`config.mk`:
```
export PLATFORM = sky130hd
export DESIGN_NAME = cmd_multi_val_flat
export DESIGN_NICKNAME = d
export VERILOG_FILES = /design/src/rtl/cmd_multi_val_pkg.sv /design/src/rtl/cmd_multi_val_if.sv /design/src/rtl/cmd_multi_val_dec_accum.sv /design/src/rtl/cmd_multi_val.sv /design/src/flat_wrapper.sv
export SDC_FILE = /design/constraint.sdc
export NUM_CORES = 1
export LEC_CHECK = 0
export CORE_ASPECT_RATIO = 1.4
export CORE_UTILIZATION = 35
export DETAILED_ROUTE_END_ITERATION = 12
export PLACE_DENSITY = 0.7
export SKIP_CTS_REPAIR_TIMING = 1
export SLEW_MARGIN = 15
export SYNTH_ARGS = -nofsm -noshare
export SYNTH_HDL_FRONTEND = slang
export SYNTH_SLANG_ARGS = --single-unit
```
`constraint.sdc`:
```
create_clock -name clk -period 6.6 [get_ports clk]
set_clock_uncertainty 0.2 [all_clocks]
set_input_delay 1.65 -clock clk [delete_from_list [all_inputs] [get_ports clk]]
set_output_delay 1.65 -clock clk [all_outputs]
set_load 0.005 [all_outputs]
```
`src/rtl/cmd_multi_val_pkg.sv`:
```
// Shared constants, FSM encoding and byte helpers for the multi-key command parser.
package cmd_pkg;

   localparam logic [7:0] CHAR_LF = 8'h0A;
   localparam logic [7:0] CHAR_CR = 8'h0D;
   localparam logic [7:0] CHAR_SP = 8'h20;
   localparam logic [7:0] CHAR_0  = 8'h30;
   localparam logic [7:0] CHAR_9  = 8'h39;

   typedef enum logic [1:0] {
      IDLE   = 2'd0,
      PKT    = 2'd1,
      IGNORE = 2'd2
   } state_t;

   function automatic logic is_digit(input logic [7:0] b);
      return (b >= CHAR_0) && (b <= CHAR_9);
   endfunction

   function automatic logic is_term(input logic [7:0] b);
      return (b == CHAR_LF) || (b == CHAR_CR);
   endfunction

endpackage

```
`src/rtl/cmd_multi_val_if.sv`:
```
// Byte-in / per-channel-value-out bundle between the UART receiver and the parser.
interface cmd_multi_val_if #(
   parameter int NUM_KEYS = 4,
   parameter int VAL_BITS = 8
);
   logic [7:0]                   in_byte;
   logic                         latch;
   logic [NUM_KEYS-1:0]          match;
   logic [NUM_KEYS*VAL_BITS-1:0] values;
   logic                         error;
   logic                         busy;

   modport master (
      output in_byte, latch,
      input  match, values, error, busy
   );

   modport slave (
      input  in_byte, latch,
      output match, values, error, busy
   );
endinterface

```
`src/rtl/cmd_multi_val_dec_accum.sv`:
```
// One decimal digit step: acc*10 + digit in a 4-bit-wider domain, saturating on overflow.
module dec_accum #(
   parameter int VAL_BITS = 8
) (
   input  logic [VAL_BITS-1:0] acc,
   input  logic [3:0]          digit,
   output logic [VAL_BITS-1:0] acc_next,
   output logic                ovf
);
   localparam int W = VAL_BITS + 4;

   logic [W-1:0] wide_acc;
   logic [W-1:0] wide;

   // 10*(2^V-1)+9 < 2^(V+4), so the wide sum can never wrap
   assign wide_acc = {4'b0, acc};
   assign wide     = (wide_acc << 3) + (wide_acc << 1) + {{VAL_BITS{1'b0}}, digit};
   assign ovf      = |wide[W-1:VAL_BITS];
   assign acc_next = ovf ? {VAL_BITS{1'b1}} : wide[VAL_BITS-1:0];
endmodule

```
`src/rtl/cmd_multi_val.sv`:
```
// Multi-channel ASCII "<key><decimal><CR|LF>" parser with a per-key committed value bank.
module cmd_multi_val
   import cmd_pkg::*;
#(
   parameter int                      NUM_KEYS = 4,
   parameter logic [8*NUM_KEYS-1:0]   KEYS     = "wdtc",
   parameter int                      VAL_BITS = 8
) (
   input  logic         clk,
   input  logic         rst,
   cmd_multi_val_if.slave bus
);
   localparam int IDX_W = (NUM_KEYS > 1) ? $clog2(NUM_KEYS) : 1;

   state_t                 state_q, state_d;
   logic [VAL_BITS-1:0]    acc_q, acc_d;
   logic [IDX_W-1:0]       ch_q, ch_d;
   logic                   seen_q, seen_d;
   logic                   ovf_q, ovf_d;
   logic                   commit, err_d;
   logic [NUM_KEYS-1:0]    match_q;
   logic                   error_q;
   logic [NUM_KEYS-1:0][VAL_BITS-1:0] val_q;

   logic                   key_hit;
   logic [IDX_W-1:0]       key_idx;
   logic [VAL_BITS-1:0]    acc_nxt;
   logic                   acc_ovf;

   // scan high-to-low so the lowest matching index is the one left standing
   always_comb begin
      key_hit = 1'b0;
      key_idx = '0;
      for (int i = NUM_KEYS - 1; i >= 0; i--) begin
         if (bus.in_byte == KEYS[8*i +: 8]) begin
            key_hit = 1'b1;
            key_idx = IDX_W'(i);
         end
      end
   end

   dec_accum #(.VAL_BITS(VAL_BITS)) u_accum (
      .acc      (acc_q),
      .digit    (bus.in_byte[3:0]),
      .acc_next (acc_nxt),
      .ovf      (acc_ovf)
   );

   always_ff @(posedge clk or posedge rst) begin
      if (rst) begin
         state_q <= IDLE;
         acc_q   <= '0;
         ch_q    <= '0;
         seen_q  <= 1'b0;
         ovf_q   <= 1'b0;
         match_q <= '0;
         error_q <= 1'b0;
      end else begin
         state_q <= state_d;
         acc_q   <= acc_d;
         ch_q    <= ch_d;
         seen_q  <= seen_d;
         ovf_q   <= ovf_d;
         match_q <= commit ? (NUM_KEYS'(1) << ch_q) : '0;
         error_q <= err_d;
      end
   end

   always_comb begin
      state_d = state_q;
      acc_d   = acc_q;
      ch_d    = ch_q;
      seen_d  = seen_q;
      ovf_d   = ovf_q;
      commit  = 1'b0;
      err_d   = 1'b0;
      if (bus.latch) begin
         unique case (state_q)
            IDLE: begin
               if (key_hit) begin
                  state_d = PKT;
                  ch_d    = key_idx;
                  acc_d   = '0;
                  seen_d  = 1'b0;
                  ovf_d   = 1'b0;
               end else if (!is_term(bus.in_byte)) begin
                  // stray bytes are dropped silently; terminators (CRLF tail) stay idle
                  state_d = IGNORE;
               end
            end
            PKT: begin
               if (is_digit(bus.in_byte)) begin
                  acc_d  = acc_nxt;
                  ovf_d  = ovf_q | acc_ovf;
                  seen_d = 1'b1;
               end else if (is_term(bus.in_byte)) begin
                  state_d = IDLE;
                  if (seen_q && !ovf_q) commit = 1'b1;
                  else                  err_d  = 1'b1;
               end else if (bus.in_byte != CHAR_SP) begin
                  err_d   = 1'b1;
                  state_d = IGNORE;
               end
            end
            IGNORE: begin
               if (is_term(bus.in_byte)) state_d = IDLE;
            end
            default: state_d = IDLE;
         endcase
      end
   end

   for (genvar i = 0; i < NUM_KEYS; i++) begin : g_bank
      always_ff @(posedge clk or posedge rst) begin
         if (rst)                                  val_q[i] <= '0;
         else if (commit && ch_q == IDX_W'(i))     val_q[i] <= acc_q;
      end
   end

   assign bus.match  = match_q;
   assign bus.error  = error_q;
   assign bus.busy   = (state_q != IDLE);
   assign bus.values = val_q;
endmodule
```
`src/flat_wrapper.sv`:
```
// flat-port wrapper written by rule: the top's interface ports become plain ports
module cmd_multi_val_flat import cmd_pkg::*;
#(
   parameter int                      NUM_KEYS = 4,
   parameter logic [8*NUM_KEYS-1:0]   KEYS     = "    ",
   parameter int                      VAL_BITS = 8
)
  (clk, rst, bus_in_byte, bus_latch, bus_match, bus_values, bus_error, bus_busy);
  cmd_multi_val_if #(.NUM_KEYS(NUM_KEYS), .VAL_BITS(VAL_BITS)) bus_i ();
  input  logic clk;
  input  logic rst;
  input wire logic [$bits(bus_i.in_byte)-1:0] bus_in_byte;
  input wire logic [$bits(bus_i.latch)-1:0] bus_latch;
  output wire logic [$bits(bus_i.match)-1:0] bus_match;
  output wire logic [$bits(bus_i.values)-1:0] bus_values;
  output wire logic [$bits(bus_i.error)-1:0] bus_error;
  output wire logic [$bits(bus_i.busy)-1:0] bus_busy;
  assign bus_i.in_byte = bus_in_byte;
  assign bus_i.latch = bus_latch;
  assign bus_match = bus_i.match;
  assign bus_values = bus_i.values;
  assign bus_error = bus_i.error;
  assign bus_busy = bus_i.busy;
  cmd_multi_val #(.NUM_KEYS(NUM_KEYS), .KEYS(KEYS), .VAL_BITS(VAL_BITS)) u_core (.clk(clk), .rst(rst), .bus(bus_i));
endmodule
```
==> flow_summary.json, run 1 <==
{
  "status": "completed",
  "die_w_um": 61.3,
  "grt_max_degree": 23,
  "switching_power_uw": 57.2,
  "placement_rows": 29,
  "yosysTopAreaCellShare_pct": 31.9,
  "max_freq_mhz": 225,
  "placed_area_um2": 1880,
  "critPathSlowestCell": "fa_1",
  "track_usage_pct": 13.1,
  "cts-buffers-inserted": 3,
  "grt_antenna_before_repair": 0,
  "slew_headroom_pct": 46.3,
  "antennaDiodeCount": 0,
  "layout_setup_ws_ns": 2.16,
  "seqPwrFrac_pct": 53.3,
  "hold_viol_final": 0,
  "netlist_top_cells_count": "buf_4, dfrtp_1, a21oi_1, ha_1, nor2_1",
  "first_pass_iters": 4,
  "path_max_fanout": 9,
  "area_growth_pct": 12.0,
  "worstSetupEndpointType": "flop",
  "wl_per_cell_um": 12.1,
  "pre_cts_ws_ns": 1.90,
  "ff2ff_setup_slack_ns": 3.62,
  "clock_latency_ns": 0.26,
  "port_buffers": 21,
  "clkSinkCount": 22,
  "dp_cells": 249,
  "fin_nets": 220,
  "start_kind": "input port",
  "synth-async-reset-ratio_pct": 100,
  "cp-startpoint": "bus_in_byte[3]",
  "worst_pin_slew_ns": 0.805,
  "syn_area_per_cell_um2": 10.1,
  "fin_crit_sh_pct": 67.3,
  "num_vias": 1241,
  "drv_slew": 0,
  "critPathMaxStageDelay_ns": 0.59,
  "path_cells": "clkdlybuf4s50_1 > fa_1 > inv_1 > fa_1 > nor2b_1 > o2111ai_1 > a21oi_1 > a2bb2oi_2 > a41oi_1",
  "setup_viol": 0,
  "start_util_pct": 37.1,
  "whs_ns": 0.295,
  "stdcell_count": 253,
  "drc": 0,
  "die_h_um": 85.1,
  "clk_pin_slew_worst_paths_ns": 0.08,
  "p_clk_share_pct": 37.8,
  "vias_per_cell": 4.91,
  "crit_required_ns": 6.49,
  "coreArea_um2": 4640,
  "p_int_uw": 197,
  "dieArea_um2": 5220,
  "synth-seq-cells": 22,
  "hpwl_um": 2430,
  "sw_frac_of_total_pct": 22.5,
  "power.density_nw_per_um2": 132,
  "vdd.ir_drop.worst_v": 0.000187,
  "synth.most_common_cell": "buf_4",
  "io_pins": 49,
  "synthCells": 171,
  "period_minus_slack_ns": 4.44,
  "cp.arrival_ns": 4.33,
  "crit_path_frequent_cell": "fa_1",
  "p_leak_nw": 0.948,
  "grt-ovfl-total": 0,
  "multi_input_area_um2": 1010,
  "synth.area.top_cells": "dfrtp_1, buf_4, ha_1, mux2_4, a21oi_1",
  "wl_um": 3060,
  "syn_area_um2": 1730,
  "timing_worst_setup_path_type": "input port to flop",
  "synth_cell_types": 50,
  "grt_setup_unrepaired": "no",
  "yosys.area.top_type": "dfrtp_1",
  "grt_first_pass_wirelength_um": 5260,
  "postLayoutCellArea_um2": 1930,
  "htreeDepth": 1,
  "combPwrFrac_pct": 8.9,
  "drive_above_1_share_pct": 10.5,
  "antenna_left": 0,
  "ys_seq_area_share_pct": 31.9,
  "root_buffer": "clkbuf_8",
  "ys_warn_count": 0,
  "fillerInstances": 507,
  "power_uw": 255,
  "cts.path.max_buffers": 2,
  "fin_util_pct": 41.6,
  "drtIter0Drc": 21,
  "tns_ns": 0,
  "yosys_most_used_dff": "dfrtp_1",
  "cap_violations": 0,
  "seqCellArea_um2": 551,
  "synth_edf_count": 0,
  "gp_congestion": 0.851,
  "grt_pass1_vias": 1145,
  "cts_tree": "built",
  "hold_class": "flop to flop",
  "reg2reg_to": "u_core.acc_q[5]",
  "timing.rr.start": "u_core.acc_q[0]",
  "reg2reg_depth": 8,
  "endpoint": "u_core.acc_q[5]"
}
## layout make-up
| cell class | count | area share (%) |
|---|---|---|
| clock buffers | 4 | 2.85 |
| well taps | 62 | 4.01 |
| flip-flops and latches | 22 | 28.5 |
| inverters | 9 | 1.75 |
| multi-input cells | 135 | 52.0 |
| repair buffers | 21 | 10.9 |
## state kept, by name (all words and copies together), names as in the netlist
signal and flops:
u_core.bus.error 1, u_core.state_q 2, u_core.bus.match 1, u_core.seen_q 1, u_core.acc_q 8, u_core.bus.values 8
u_core.ovf_q 1
## critical path: cells and delay by family
kind                     cells  cell delay [ns]
buffers and inverters        2             0.54
adder cells (fa/ha/maj)      2             1.04
AO/OA/AOI/OAI                4             0.93
AND/OR/NAND/NOR              1             0.17
## cells by family (layout without fill, tap and decap cells)
family	count (synthesis)	count (layout)	synth area share (%)
AO/OA/AOI/OAI	42	42	16.9
XOR/XNOR	4	4	2.03
adder cells (fa/ha/maj)	17	17	13.2
buffers and inverters	40	34	15.4
flip-flops	22	22	31.9
multiplexers	9	9	7.54
other	1	27	0.217
AND/OR/NAND/NOR	36	36	12.8
## cells in the final DEF, fill, tap and decap left out, drive strengths merged, types with 5 or more instances in the layout
cell	netlist	routed
inv	9	9
conb	1	27
nor2	10	10
mux2	8	8
clkdlybuf4s50	0	21
a21oi	15	15
dfrtp	22	22
o21ai	6	6
ha	15	15
nand2	5	5
## layer usage
metal  GRT usage, %  vias up  share of wire, %
li1               -      609                 -
met1           16.1      587                41
met2           23.1       43                53
met3           3.20        2               5.0
met4           1.62        0               1.0
met5              0        -                 0
## how the worst min path moves through the flow
stage	start	to	slack (ns)	cells past startpoint
floorplan	u_core.seen_q	u_core.seen_q	0.25	2
global placement	u_core.seen_q	u_core.seen_q	0.26	2
detailed placement	u_core.seen_q	u_core.seen_q	0.28	2
CTS	u_core.seen_q	u_core.seen_q	0.30	2
global route	u_core.seen_q	u_core.seen_q	0.33	2
finish	u_core.seen_q	u_core.seen_q	0.29	2
## power by group through the flow
stage	Clock (mW)	Combinational, mW	Sequential [mW]
after floorplan	0	0.0237	0.138
after global placement	0	0.0223	0.138
after detailed placement	0	0.0227	0.139
after CTS	0.0977	0.0227	0.136
after global routing	0.103	0.0263	0.136
final	0.0963	0.0226	0.136
No activity file was read; power rests on OpenSTA's default activity.
==> run 2: changes to the inputs <==
- PLACE_DENSITY: 0.7 -> 0.72
- clock period: 6.6 -> 3.8 ns (I/O delays scaled with it)
==> run 2 against run 1 <==
- sequential share of layout area is 0.49 points lower
- count of clock-buffer cells in the layout down 1
- combinational power is 80% higher
- clock power up 50%
- power grew 65%
- die area unchanged
- first-iteration DRC count rose by 38%
- design area is 1.7% higher
- highest routed layer unchanged
==> flow_summary.json, run 2 (synthesis results as in run 1) <==
{
  "hold_viol_final": 0,
  "grt_pass1_vias": 1200,
  "wl_um": 3120,
  "clk_pin_slew_worst_paths_ns": 0.07,
  "reg2reg_to": "u_core.acc_q[5]",
  "gp_congestion": 0.868,
  "final_common_cell": "conb_1",
  "drc": 0,
  "worstHoldPathCells": 2,
  "antenna_left": 0,
  "timing.rr.start": "u_core.acc_q[0]",
  "whs_ns": 0.290,
  "setup_viol": 0,
  "mostFrequentLayoutCells": "conb_1, dfrtp_1, clkdlybuf4s50_1",
  "area_growth_pct": 14.0,
  "placement_rows": 29,
  "drtIter0Drc": 29,
  "dieArea_um2": 5220,
  "crit_required_ns": 3.77,
  "hp-start": "u_core.seen_q",
  "worst_pin_slew_ns": 0.823,
  "drv_slew": 0,
  "fin_crit_sh_pct": 95.4,
  "max_freq_mhz": 276,
  "grt_antenna_before_repair": 0,
  "num_vias": 1278,
  "vdd.ir_drop.worst_v": 0.000183,
  "cp-startpoint": "bus_in_byte[3]",
  "first_pass_iters": 4,
  "power.density_nw_per_um2": 214,
  "vias_per_cell": 4.95,
  "cp.arrival_ns": 3.59,
  "cts-buffers-inserted": 3,
  "worstSetupEndpointType": "flop",
  "cts_tree": "built",
  "fin_util_pct": 42.3,
  "cap_violations": 0,
  "grt_setup_unrepaired": "no",
  "hpwl_um": 2510,
  "antennaDiodeCount": 0,
  "die_w_um": 61.3,
  "clkSinkCount": 22,
  "clock_latency_ns": 0.26,
  "cts.path.max_buffers": 2,
  "port_buffers": 21,
  "slew_headroom_pct": 45.1,
  "htreeDepth": 1,
  "track_usage_pct": 13.5,
  "status": "completed",
  "root_buffer": "clkbuf_8",
  "power_uw": 421,
  "min_to": "u_core.seen_q",
  "ff2ff_setup_slack_ns": 0.94,
  "p_leak_nw": 0.970,
  "drive_above_1_share_pct": 13.3,
  "layout_setup_ws_ns": 0.176,
  "start_util_pct": 37.1,
  "timing_worst_setup_path_type": "input port to flop",
  "hold_class": "flop to flop",
  "wl_per_cell_um": 12.1,
  "fillerInstances": 517,
  "path_max_fanout": 9,
  "period_minus_slack_ns": 3.62,
  "pre_cts_ws_ns": -0.120,
  "grt_first_pass_wirelength_um": 5360,
  "coreArea_um2": 4640,
  "start_kind": "input port",
  "grt-ovfl-total": 0,
  "grt_max_degree": 23,
  "reg2reg_depth": 9,
  "fin_nets": 226,
  "io_pins": 49,
  "die_h_um": 85.1
}
[run 2: cell count changes in the layout (fill, tap and decap cells not counted)]
| cell | delta |
|---|---|
| nor2b_2 | +1 |
| buf_4 | +6 |
| clkbuf_8 | -1 |
| nor2b_1 | -1 |
[run 2: layer usage]
layer / vias to the layer above / GRT usage, % / part of all wire (%)
met5: - / 0 / 0
met2: 45 / 23.3 / 52
met4: 0 / 5.66 / 3.5
met1: 602 / 15.7 / 40
met3: 11 / 2.74 / 4.3
li1: 620 / - / -
[run 2: how the worst max path moves through the flow]
| stage | cells after the start | slack [ns] | end |
|---|---|---|---|
| after floorplan | 8 | 0.58 | u_core.acc_q[4] |
| after global placement | 10 | 0.006 | u_core.acc_q[3] |
| after detailed placement | 10 | -0.12 | u_core.acc_q[5] |
| after CTS | 10 | 0.16 | u_core.acc_q[5] |
| after global routing | 10 | 0.03 | u_core.acc_q[5] |
| final | 10 | 0.18 | u_core.acc_q[5] |
[run 2: layout make-up]
| type | instances | area [µm²] | share of cell area [%] |
|---|---|---|---|
| clock buffer | 3 | 41.3 | 2.10 |
| sequential | 22 | 551 | 28.0 |
| inverter | 9 | 33.8 | 1.72 |
| tap | 62 | 77.6 | 3.94 |
| multi-input combinational | 135 | 1010 | 51.3 |
| timing repair buffer | 27 | 255 | 13.0 |
[run 2: worst max-delay path: stages]
cell,delay (ns)
clkdlybuf4s50_1,0.48
fa_1,0.59
inv_1,0.06
fa_1,0.45
nor2b_2,0.15
o2111ai_1,0.14
and3_1,0.21
a2bb2oi_2,0.15
buf_4,0.17
a41oi_1,0.24
[run 2: metrics by stage]
step	TNS [ns]	area (µm²)	instances
after detailed placement	-0.382	1920	255
after CTS	0	1960	258
final	0	1970	258
after global placement	0	1920	255
after global routing	0	1970	258
after floorplan	0	1820	197
[run 2: where the power goes]
group          internal, mW  total, mW  switching, mW
combinational        0.0170     0.0407         0.0237
clock                0.0709      0.144         0.0736
sequential            0.235      0.236        0.00120
total                 0.323      0.421         0.0985
